--- src/rtl/chip8_keypad_pkg.sv ---
// rtl/chip8_keypad_pkg.sv - shared key map and state encodings for the CHIP-8 keypad scanner
package chip8_keypad_pkg;

    // Hex value of the key at matrix position [row][col], COSMAC layout
    localparam logic [3:0] KEY_MAP [4][4] = '{
        '{4'h1, 4'h2, 4'h3, 4'hC},
        '{4'h4, 4'h5, 4'h6, 4'hD},
        '{4'h7, 4'h8, 4'h9, 4'hE},
        '{4'hA, 4'h0, 4'hB, 4'hF}
    };

    typedef enum logic [1:0] {
        SC_COL0,
        SC_COL1,
        SC_COL2,
        SC_COL3
    } scan_state_t;

    typedef enum logic [1:0] {
        W_IDLE,
        W_ARMED,
        W_HOLD
    } wait_state_t;

endpackage

--- src/rtl/keypad_debounce.sv ---
// rtl/keypad_debounce.sv - per-key frame-based debounce counter and stable bit
module keypad_debounce #(
    parameter int DEBOUNCE_FRAMES = 3
) (
    input  logic clk,
    input  logic rst_n,
    input  logic frame_strobe,
    input  logic raw,
    output logic stable,
    output logic flip
);

    localparam int CW = (DEBOUNCE_FRAMES < 2) ? 1 : $clog2(DEBOUNCE_FRAMES);

    logic [CW-1:0] cnt;

    // High in the strobe cycle whose clock edge toggles stable
    assign flip = frame_strobe && (raw != stable) && (cnt == CW'(DEBOUNCE_FRAMES - 1));

    always_ff @(posedge clk or negedge rst_n) begin
        if (!rst_n) begin
            cnt    <= '0;
            stable <= 1'b0;
        end else if (frame_strobe) begin
            if (raw == stable) begin
                cnt <= '0;
            end else if (flip) begin
                cnt    <= '0;
                stable <= ~stable;
            end else begin
                cnt <= cnt + 1'b1;
            end
        end
    end

endmodule

--- src/rtl/keypad_scanner.sv ---
// rtl/keypad_scanner.sv - 4x4 hex keypad scan, debounce and FX0A wait handshake (option: KEYPAD_GHOST_REJECT_EN)
module keypad_scanner
    import chip8_keypad_pkg::*;
#(
    parameter int SETTLE_CYCLES   = 4,
    parameter int DEBOUNCE_FRAMES = 3
) (
    input  logic        clk,
    input  logic        rst_n,
    input  logic [3:0]  row_n,
    output logic [3:0]  col_n,
    output logic [15:0] keys,
    output logic        any_key,
    input  logic        wait_req,
    output logic        wait_valid,
    output logic [3:0]  wait_key
);

    localparam int SW = $clog2(SETTLE_CYCLES + 1);

    logic [3:0]       row_s1, row_s2;
    scan_state_t      scan_state, scan_next;
    logic [SW-1:0]    settle_cnt, settle_next;
    logic [1:0]       col_idx;
    logic             active;
    logic             sample;
    logic             frame_strobe;
    logic             apply_strobe;
    logic [3:0][3:0]  raw;
    logic [15:0]      raw_hex;
    logic [15:0]      flip;
    logic [15:0]      released;
    logic [3:0]       rel_low;
    wait_state_t      w_state, w_next;
    logic             valid_next;
    logic [3:0]       key_next;

    assign col_idx = scan_state;

    // active holds the scan off for the cycle of reset release so col 0 gets a full slot
    assign col_n = active ? ~(4'b0001 << col_idx) : 4'b1111;

    always_ff @(posedge clk or negedge rst_n) begin
        if (!rst_n) begin
            row_s1       <= 4'b1111;
            row_s2       <= 4'b1111;
            scan_state   <= SC_COL0;
            settle_cnt   <= '0;
            active       <= 1'b0;
            frame_strobe <= 1'b0;
            raw          <= '0;
        end else begin
            row_s1       <= row_n;
            row_s2       <= row_s1;
            active       <= 1'b1;
            scan_state   <= scan_next;
            settle_cnt   <= settle_next;
            frame_strobe <= sample && (scan_state == SC_COL3);
            if (sample) begin
                for (int r = 0; r < 4; r++) begin
                    raw[r][col_idx] <= ~row_s2[r];
                end
            end
        end
    end

    always_comb begin
        scan_next   = scan_state;
        settle_next = settle_cnt;
        sample      = active && (settle_cnt == SW'(SETTLE_CYCLES));
        if (active) begin
            if (sample) begin
                settle_next = '0;
                case (scan_state)
                    SC_COL0: scan_next = SC_COL1;
                    SC_COL1: scan_next = SC_COL2;
                    SC_COL2: scan_next = SC_COL3;
                    SC_COL3: scan_next = SC_COL0;
                    default: scan_next = SC_COL0;
                endcase
            end else begin
                settle_next = settle_cnt + 1'b1;
            end
        end
    end

    always_comb begin
        raw_hex = '0;
        for (int r = 0; r < 4; r++) begin
            for (int c = 0; c < 4; c++) begin
                raw_hex[KEY_MAP[r][c]] = raw[r][c];
            end
        end
    end

`ifdef KEYPAD_GHOST_REJECT_EN
    // More than two pressed keys may include phantom keys; drop the whole frame
    assign apply_strobe = frame_strobe && ($countones(raw) <= 2);
`else
    assign apply_strobe = frame_strobe;
`endif

    for (genvar k = 0; k < 16; k++) begin : g_key
        keypad_debounce #(
            .DEBOUNCE_FRAMES(DEBOUNCE_FRAMES)
        ) u_debounce (
            .clk         (clk),
            .rst_n       (rst_n),
            .frame_strobe(apply_strobe),
            .raw         (raw_hex[k]),
            .stable      (keys[k]),
            .flip        (flip[k])
        );
    end

    assign released = flip & keys;

    always_comb begin
        rel_low = 4'h0;
        for (int k = 15; k >= 0; k--) begin
            if (released[k]) begin
                rel_low = 4'(k);
            end
        end
    end

    always_ff @(posedge clk or negedge rst_n) begin
        if (!rst_n) begin
            w_state    <= W_IDLE;
            wait_valid <= 1'b0;
            wait_key   <= 4'h0;
            any_key    <= 1'b0;
        end else begin
            w_state    <= w_next;
            wait_valid <= valid_next;
            wait_key   <= key_next;
            any_key    <= |(keys ^ flip);
        end
    end

    always_comb begin
        w_next     = w_state;
        valid_next = 1'b0;
        key_next   = wait_key;
        case (w_state)
            W_IDLE: begin
                if (wait_req) begin
                    w_next = W_ARMED;
                end
            end
            W_ARMED: begin
                if (!wait_req) begin
                    w_next = W_IDLE;
                end else if (|released) begin
                    valid_next = 1'b1;
                    key_next   = rel_low;
                    w_next     = W_HOLD;
                end
            end
            W_HOLD: begin
                if (!wait_req) begin
                    w_next = W_IDLE;
                end
            end
            default: w_next = W_IDLE;
        endcase
    end

endmodule

--- config.mk ---
export PLATFORM = sky130hd
export DESIGN_NAME = keypad_scanner
export DESIGN_NICKNAME = d
export VERILOG_FILES = /design/src/rtl/chip8_keypad_pkg.sv /design/src/rtl/keypad_debounce.sv /design/src/rtl/keypad_scanner.sv
export SDC_FILE = /design/constraint.sdc
export NUM_CORES = 1
export LEC_CHECK = 0
export CORE_MARGIN = 2
export CORE_UTILIZATION = 62
export DETAILED_ROUTE_END_ITERATION = 10
export PLACE_DENSITY = 0.94
export SKIP_LAST_GASP = 1
export SLEW_MARGIN = 10
export SYNTH_ARGS = -nofsm -noshare
export SYNTH_HDL_FRONTEND = slang
export SYNTH_HIERARCHICAL = 1
export SYNTH_SLANG_ARGS = --single-unit
export TNS_END_PERCENT = 100
--- constraint.sdc ---
create_clock -name clk -period 4.9 [get_ports clk]
set_clock_uncertainty 0.2 [all_clocks]
set_input_delay 0.735 -clock clk [delete_from_list [all_inputs] [get_ports clk]]
set_output_delay 0.735 -clock clk [all_outputs]
set_load 0.03 [all_outputs]
Word-level counts from Yosys, hierarchy flattened

Index checks and enable logic that the tools add are counted.
Widths: inputs -> output; s select.

Register bits: 87
Bits of input ports: 7
Output and inout port bits: 26
Logic and storage cells: 285

Add/subtract/negate cells: 17
$lt $le $gt $ge: 2
Equality and inequality tests: 57
Shifts and indexed selects: 1
Mux-type cells: 65
Bitwise gates (word level): 39
Reduce and logical (&&, ||, !) cells: 58

Operators with widths:

| operator            | number |
|---|---|
| $mux 2              | 36 |
| $mux 4              | 17 |
| $reduce_and 3->1    | 18 |
| $eq 2x2->1 const B  | 19 |
| $not 1->1           | 36 |
| $logic_and 1x1->1   | 35 |
| $add 2x1->2 const B | 16 |
| $reduce_or 16->1    | 2 |
| $and 16x16->16      | 1 |
| $bwmux 4            | 4 |
| $eq 1x1->1          | 16 |
| $ne 1x1->1          | 16 |
| $xor 16x16->16      | 1 |
| $pmux 2 s4          | 1 |
| $pmux 2 s3          | 1 |
| $eq 2x1->1 const B  | 2 |
| $logic_not 2->1     | 2 |
| $mux 1              | 4 |
| $ne 2x2->1 const B  | 2 |
| $not 4->4           | 1 |
| $shl 1x2->4 const A | 1 |
| $add 3x1->3 const B | 1 |
| $eq 3x3->1 const B  | 1 |
| $lt 2x3->1 const B  | 1 |
| 5 further kinds     | 5 |

Logic depth before layout (Yosys ltp)

Word-level depth: 20
Mapped depth: 9
Gate-level depth less buffers: 8

Hierarchy

The synthesis kept the hierarchy.

Modules (own cells, without submodules):

| module          | instances | cells an instance | area each (um^2) | seq. area each (um^2) |
|---|---|---|---|---|
| keypad_debounce | 16        | 13                | 142.6            | 75.1 |
| keypad_scanner  | 1         | 172               | 1889.3           | 985.9 |

Least setup slack after synthesis

Ideal clock, no wire load.

Path type: reg2reg
Start: register frame_strobe, in the netlist apply_strobe
End: register wait_key[0]
Library setup time: 121 ps
Arrival: 2561 ps
Data required time: 4579 ps
Path slack: 2018 ps
Cell stages (with the launch flop): 10
Buffers on the path: 1
Clock period less this slack: 2882 ps
Cell sequence: dfrtp_1 > nand3b_1 > nor2_1 > ha_1 > nor4_4 > nand4_1 > and2_4 > buf_6 > o21ai_2 > o22a_1

Elaborated cells on any way between the ends: 51
Classes of those cells: mux: 16; bitwise: 1; reduce/logical: 34

RTL lines:

| element                           | line                  | source |
|---|---|---|
| start, declared                   | keypad_scanner.sv:27  | `logic frame_strobe;` |
| start signal, assigned            | keypad_scanner.sv:58  | `frame_strobe <= sample && (scan_state == SC_COL3);` |
| $logic_and 1x1->1 * (2 in series) | keypad_debounce.sv:18 | `assign flip = frame_strobe && (raw != stable) && (cnt == CW'(DEBOUNCE_FRAMES - 1));` |
| named net flip[5]                 | keypad_scanner.sv:31  | `logic [15:0] flip;` |
| $and 16x16->16 *                  | keypad_scanner.sv:116 | `assign released = flip & keys;` |
| $mux 4 (6 in series)              | keypad_scanner.sv:121 | `if (released[k]) begin` |
| end signal, assigned              | keypad_scanner.sv:136 | `wait_key <= key_next;` |
| end, declared                     | keypad_scanner.sv:16  | `output logic [3:0] wait_key` |

Mark *: on every way through the listed nets, which the timed path passes. The rest lies on a longest branch.
A chain may end at the register's enable or synchronous reset.

Worst setup path after layout

Start: register scan_state[0], in the netlist col_idx[0]
End: output col_n[2]

Cells in the longest elaborated chain, start to end: 3

RTL lines:

| element                | line                 | source |
|---|---|---|
| start, declared        | keypad_scanner.sv:22 | `scan_state_t scan_state, scan_next;` |
| start signal, assigned | keypad_scanner.sv:56 | `scan_state <= scan_next;` |
| $shl 1x2->4            | keypad_scanner.sv:41 | `assign col_n = active ? ~(4'b0001 << col_idx) : 4'b1111;` |
| $not 4->4              | keypad_scanner.sv:41 |  |
| $mux 4                 | keypad_scanner.sv:41 |  |
| end, declared          | keypad_scanner.sv:11 | `output logic [3:0] col_n,` |

Every way passes these cells.

==> results.md <==
- Peak Freq: 0.3577 GHz
- CP Launch Type: flip-flop
- Sequential Power Share: 50.8%
- Hold crit path type: flip-flop to flip-flop
- Routed via count: 2995
- Layout net count: 452
- Largest net degree at the start of global routing: 88
- DP HPWL: 5661 um
- Internal power: 1.301 mW
- Dominant cells by area after synthesis: dfrtp_1 (47%), ha_1 (6.9%), nand3b_1 (5.9%), dfstp_2 (5.0%), o22ai_1 (4.8%)
- Final WL: 8429 um
- Share of cells above drive strength 1: 11.71%
- Initial DRC Count: 176
- Clk sinks: 87
- Pwr dens: 383.0 nW/um2
- Clk buf depth: 2
- EDFF count, synth: 0
- Min Hold Slack: 159.8 ps
- Grt total ovfl: 0
- Place WS: 2191 ps
- Setup TNS: 0 ps
- IO Port Bufs: 32
- Seq. cell area: 2188 um2
- Die height: 86.03 um
- Top-level I/O count: 33
- XOR/XNOR Fraction of Synth Area: 3.359%
- Final-layout fill cell count: 392
- H-tree levels: 3
- Ys Warns: 6
- Die W: 86.03 um
- Crit path time final: 2795 ps
- Worst vdd ir: 0.2904 mV
- Drt drc: 0
- Avg Synthesized Cell Area: 10.98 um2
- Arrival time worst endpoint: 1860 ps
- Syn_nets: 410
- Antenna-violating nets left: 0
- CTS tree: yes
- Synth Area in Adders: 6.899%
- Diode count: 0
- CP Max Fanout: 4
- Die area: 7400 um2
- Cells after Synth: 380
- Placed inst area: 4579 um2
- Yosys cell types: 35
- Power, Total: 1.846 mW
- Setup Buffers After CTS: 0
- Global-route wire length before repair: 14380 um
- Setup ws final: 2105 ps
- Rel. slew slack: 31.00%
- Worst-Margin Slew: 1035 ps
- Final setup fails: 0
- Initial core utilization: 64.95%
- Status: completed
- Max_cap viols: 0
- Kind of critical path: flip-flop to output port
- Hold-fix buffers, CTS: 0
- #FFs+latches synth: 87
- Final hold viol count: 0
- Switch share: 29.53%
- Synth-to-Final Area Change: 15.57%
- Vias per cell: 5.942
- Wire length per cell: 16.72 um
- Clock transition time at the flip-flop clock pins of the worst setup and hold paths: 80 ps
- Mapped Area: 4172 um2
- Post-synthesis sequential area ratio: 52.43%
- Num CTS Buffers: 9
- Critical path data required time: 3960 ps
- Fin area: 4821 um2
- Area fraction in compound gates after synthesis: 9.628%
- FP Rows: 29
- Slew Limit Fails: 0
- Cell taking the most area after synthesis: dfrtp_1
- CTS Root Cell: clkbuf_8
- Post-CTS resize count: 0
- TritonRoute pass-1 iters: 5
- Combinational share of power: 17.8%
- Unrepaired setup endpoints after global routing: false
- Net Switching: 0.5452 mW
- Simple-gate share of the synthesized area: 18.72%
- Vias in the first global route: 3044
- Clk_lat worst skew: 350 ps
- Final worst path period share: 57.05%
- GRT Total Usage: 24.97%
- Clock share of power: 31.4%
- GPL Wtd Cong: 0.8539
- Multi-input gate area: 1815 um2
- Critical Path Sink Type: output port
- Initial antenna violation count: 0
- Async set or reset register ratio after synthesis: 100.0%
- LEAKAGE: 2.120 nW
- Ys flop type: dfrtp_1
- Top-area cell type share of the netlist area: 47.39%
- Mux share of post-synthesis cell area: 4.829%
- Core ar.: 6422 um2
- Largest family of logic cells by synthesized area: simple AND/OR/NAND/NOR gates
## sequential cells by signal, summed over array words and instances (netlist names)
signal	cells
apply_strobe	1
g_key.u_debounce/stable	16
row_s2	4
wait_key	4
row_s1	4
w_state	2
raw	16
wait_valid	1
active	1
any_key	1
settle_cnt	3
g_key.u_debounce/cnt	32
col_idx	2
## power by group through the flow
stage          Sequential, mW  Clock, mW  Combinational [mW]
6_report                0.937      0.580               0.329
5_1_grt                 0.952      0.623               0.376
4_1_cts                 0.935      0.586               0.332
3_5_place_dp            0.947          0               0.328
3_3_place_gp            0.937          0               0.307
2_1_floorplan           0.916          0               0.242
## cell type report
cell class,count,area share [%]
sequential,87,45.39
multi-input combinational,250,37.66
timing repair buffer,33,6.748
clock buffer,12,3.426
inverter,41,3.192
tap,77,1.998
clock inverter,4,1.583
## cell usage in the layout, fill, tap and decap left out, types with 2 or more instances in the layout
cell and instances:
a21oi_1 7, and3b_1 2, buf_4 2, bufinv_16 2, clkbuf_8 12, clkdlybuf4s50_1 31, dfrtp_1 78, dfstp_2 8
ha_1 23, inv_1 41, mux2_2 17, nand2_1 28, nand3_1 4, nand3b_1 33, nand4_1 2, nor2_1 22
nor3_1 4, nor4_1 5, nor4_4 3, o21ai_0 22, o22ai_1 32, or3b_1 16, xnor2_1 16
## critical path, cell delays in order, from the launching register on
cell and delay [ps]:
dfrtp_1 400, inv_1 110, ha_1 250, nand2_1 80
clkdlybuf4s50_1 670
## routing by layer
metal	GRT usage [%]	share of wire, %	vias to the layer above
met5	0	0	-
met4	11.98	2.1	0
met3	4.331	4.1	20
met2	40.45	50	71
met1	32.75	44	1473
li1	-	-	1431
## through the flow
| step | std cells | utilization (%) |
|---|---|---|
| 2_1_floorplan | 380 | - |
| 5_1_grt | 504 | 75.06 |
| 3_5_place_dp | 488 | 71.30 |
| 6_report | 504 | 75.06 |
| 4_1_cts | 504 | 75.06 |
| 3_3_place_gp | 488 | 71.30 |
## path summary, 6_finish.rpt
| path | from | to | slack [ps] | cells after the start |
|---|---|---|---|---|
| max | col_idx[0]$_DFFE_PN0P_ | col_n[2] | 2100 | 4 |
| min | row_s1[3]$_DFF_PN1_ | row_s2[3]$_DFF_PN1_ | 160 | 0 |
| max reg2reg | apply_strobe$_DFF_PN0_ | wait_key[0]$_DFFE_PN0P_ | 2110 | 9 |
| min reg2reg | row_s1[3]$_DFF_PN1_ | row_s2[3]$_DFF_PN1_ | 160 | 0 |
| max in group asynchronous | rst_n | apply_strobe$_DFF_PN0_ | 3430 | 1 |
| min in group asynchronous | rst_n | g_key[10].u_debounce/cnt[1]$_DFFE_PN0P_ | 360 | 1 |
## Yosys cell counts, types with 2 or more instances
| cell | count |
|---|---|
| nor2_1 | 22 |
| nor4_4 | 3 |
| nor3_1 | 4 |
| nor4_1 | 5 |
| ha_1 | 23 |
| nand3b_1 | 33 |
| mux2_2 | 17 |
| o22ai_1 | 32 |
| dfrtp_1 | 79 |
| or3b_1 | 16 |
| xnor2_1 | 16 |
| o21ai_0 | 22 |
| nand4_1 | 2 |
| a21oi_1 | 7 |
| and3b_1 | 2 |
| dfstp_2 | 8 |
| inv_1 | 41 |
| nand2_1 | 28 |
| nand3_1 | 4 |
## cell families after synthesis
logic type                 Yosys count
muxes                               18
DFF                                 87
xor gates and xnor gates            16
adders and majority gates           23
AOI/OAI and AO/OA                   68
and+or+nand+nor                    124
buffers and inverters               43
other                                1
No activity file was read; power rests on OpenSTA's default activity.
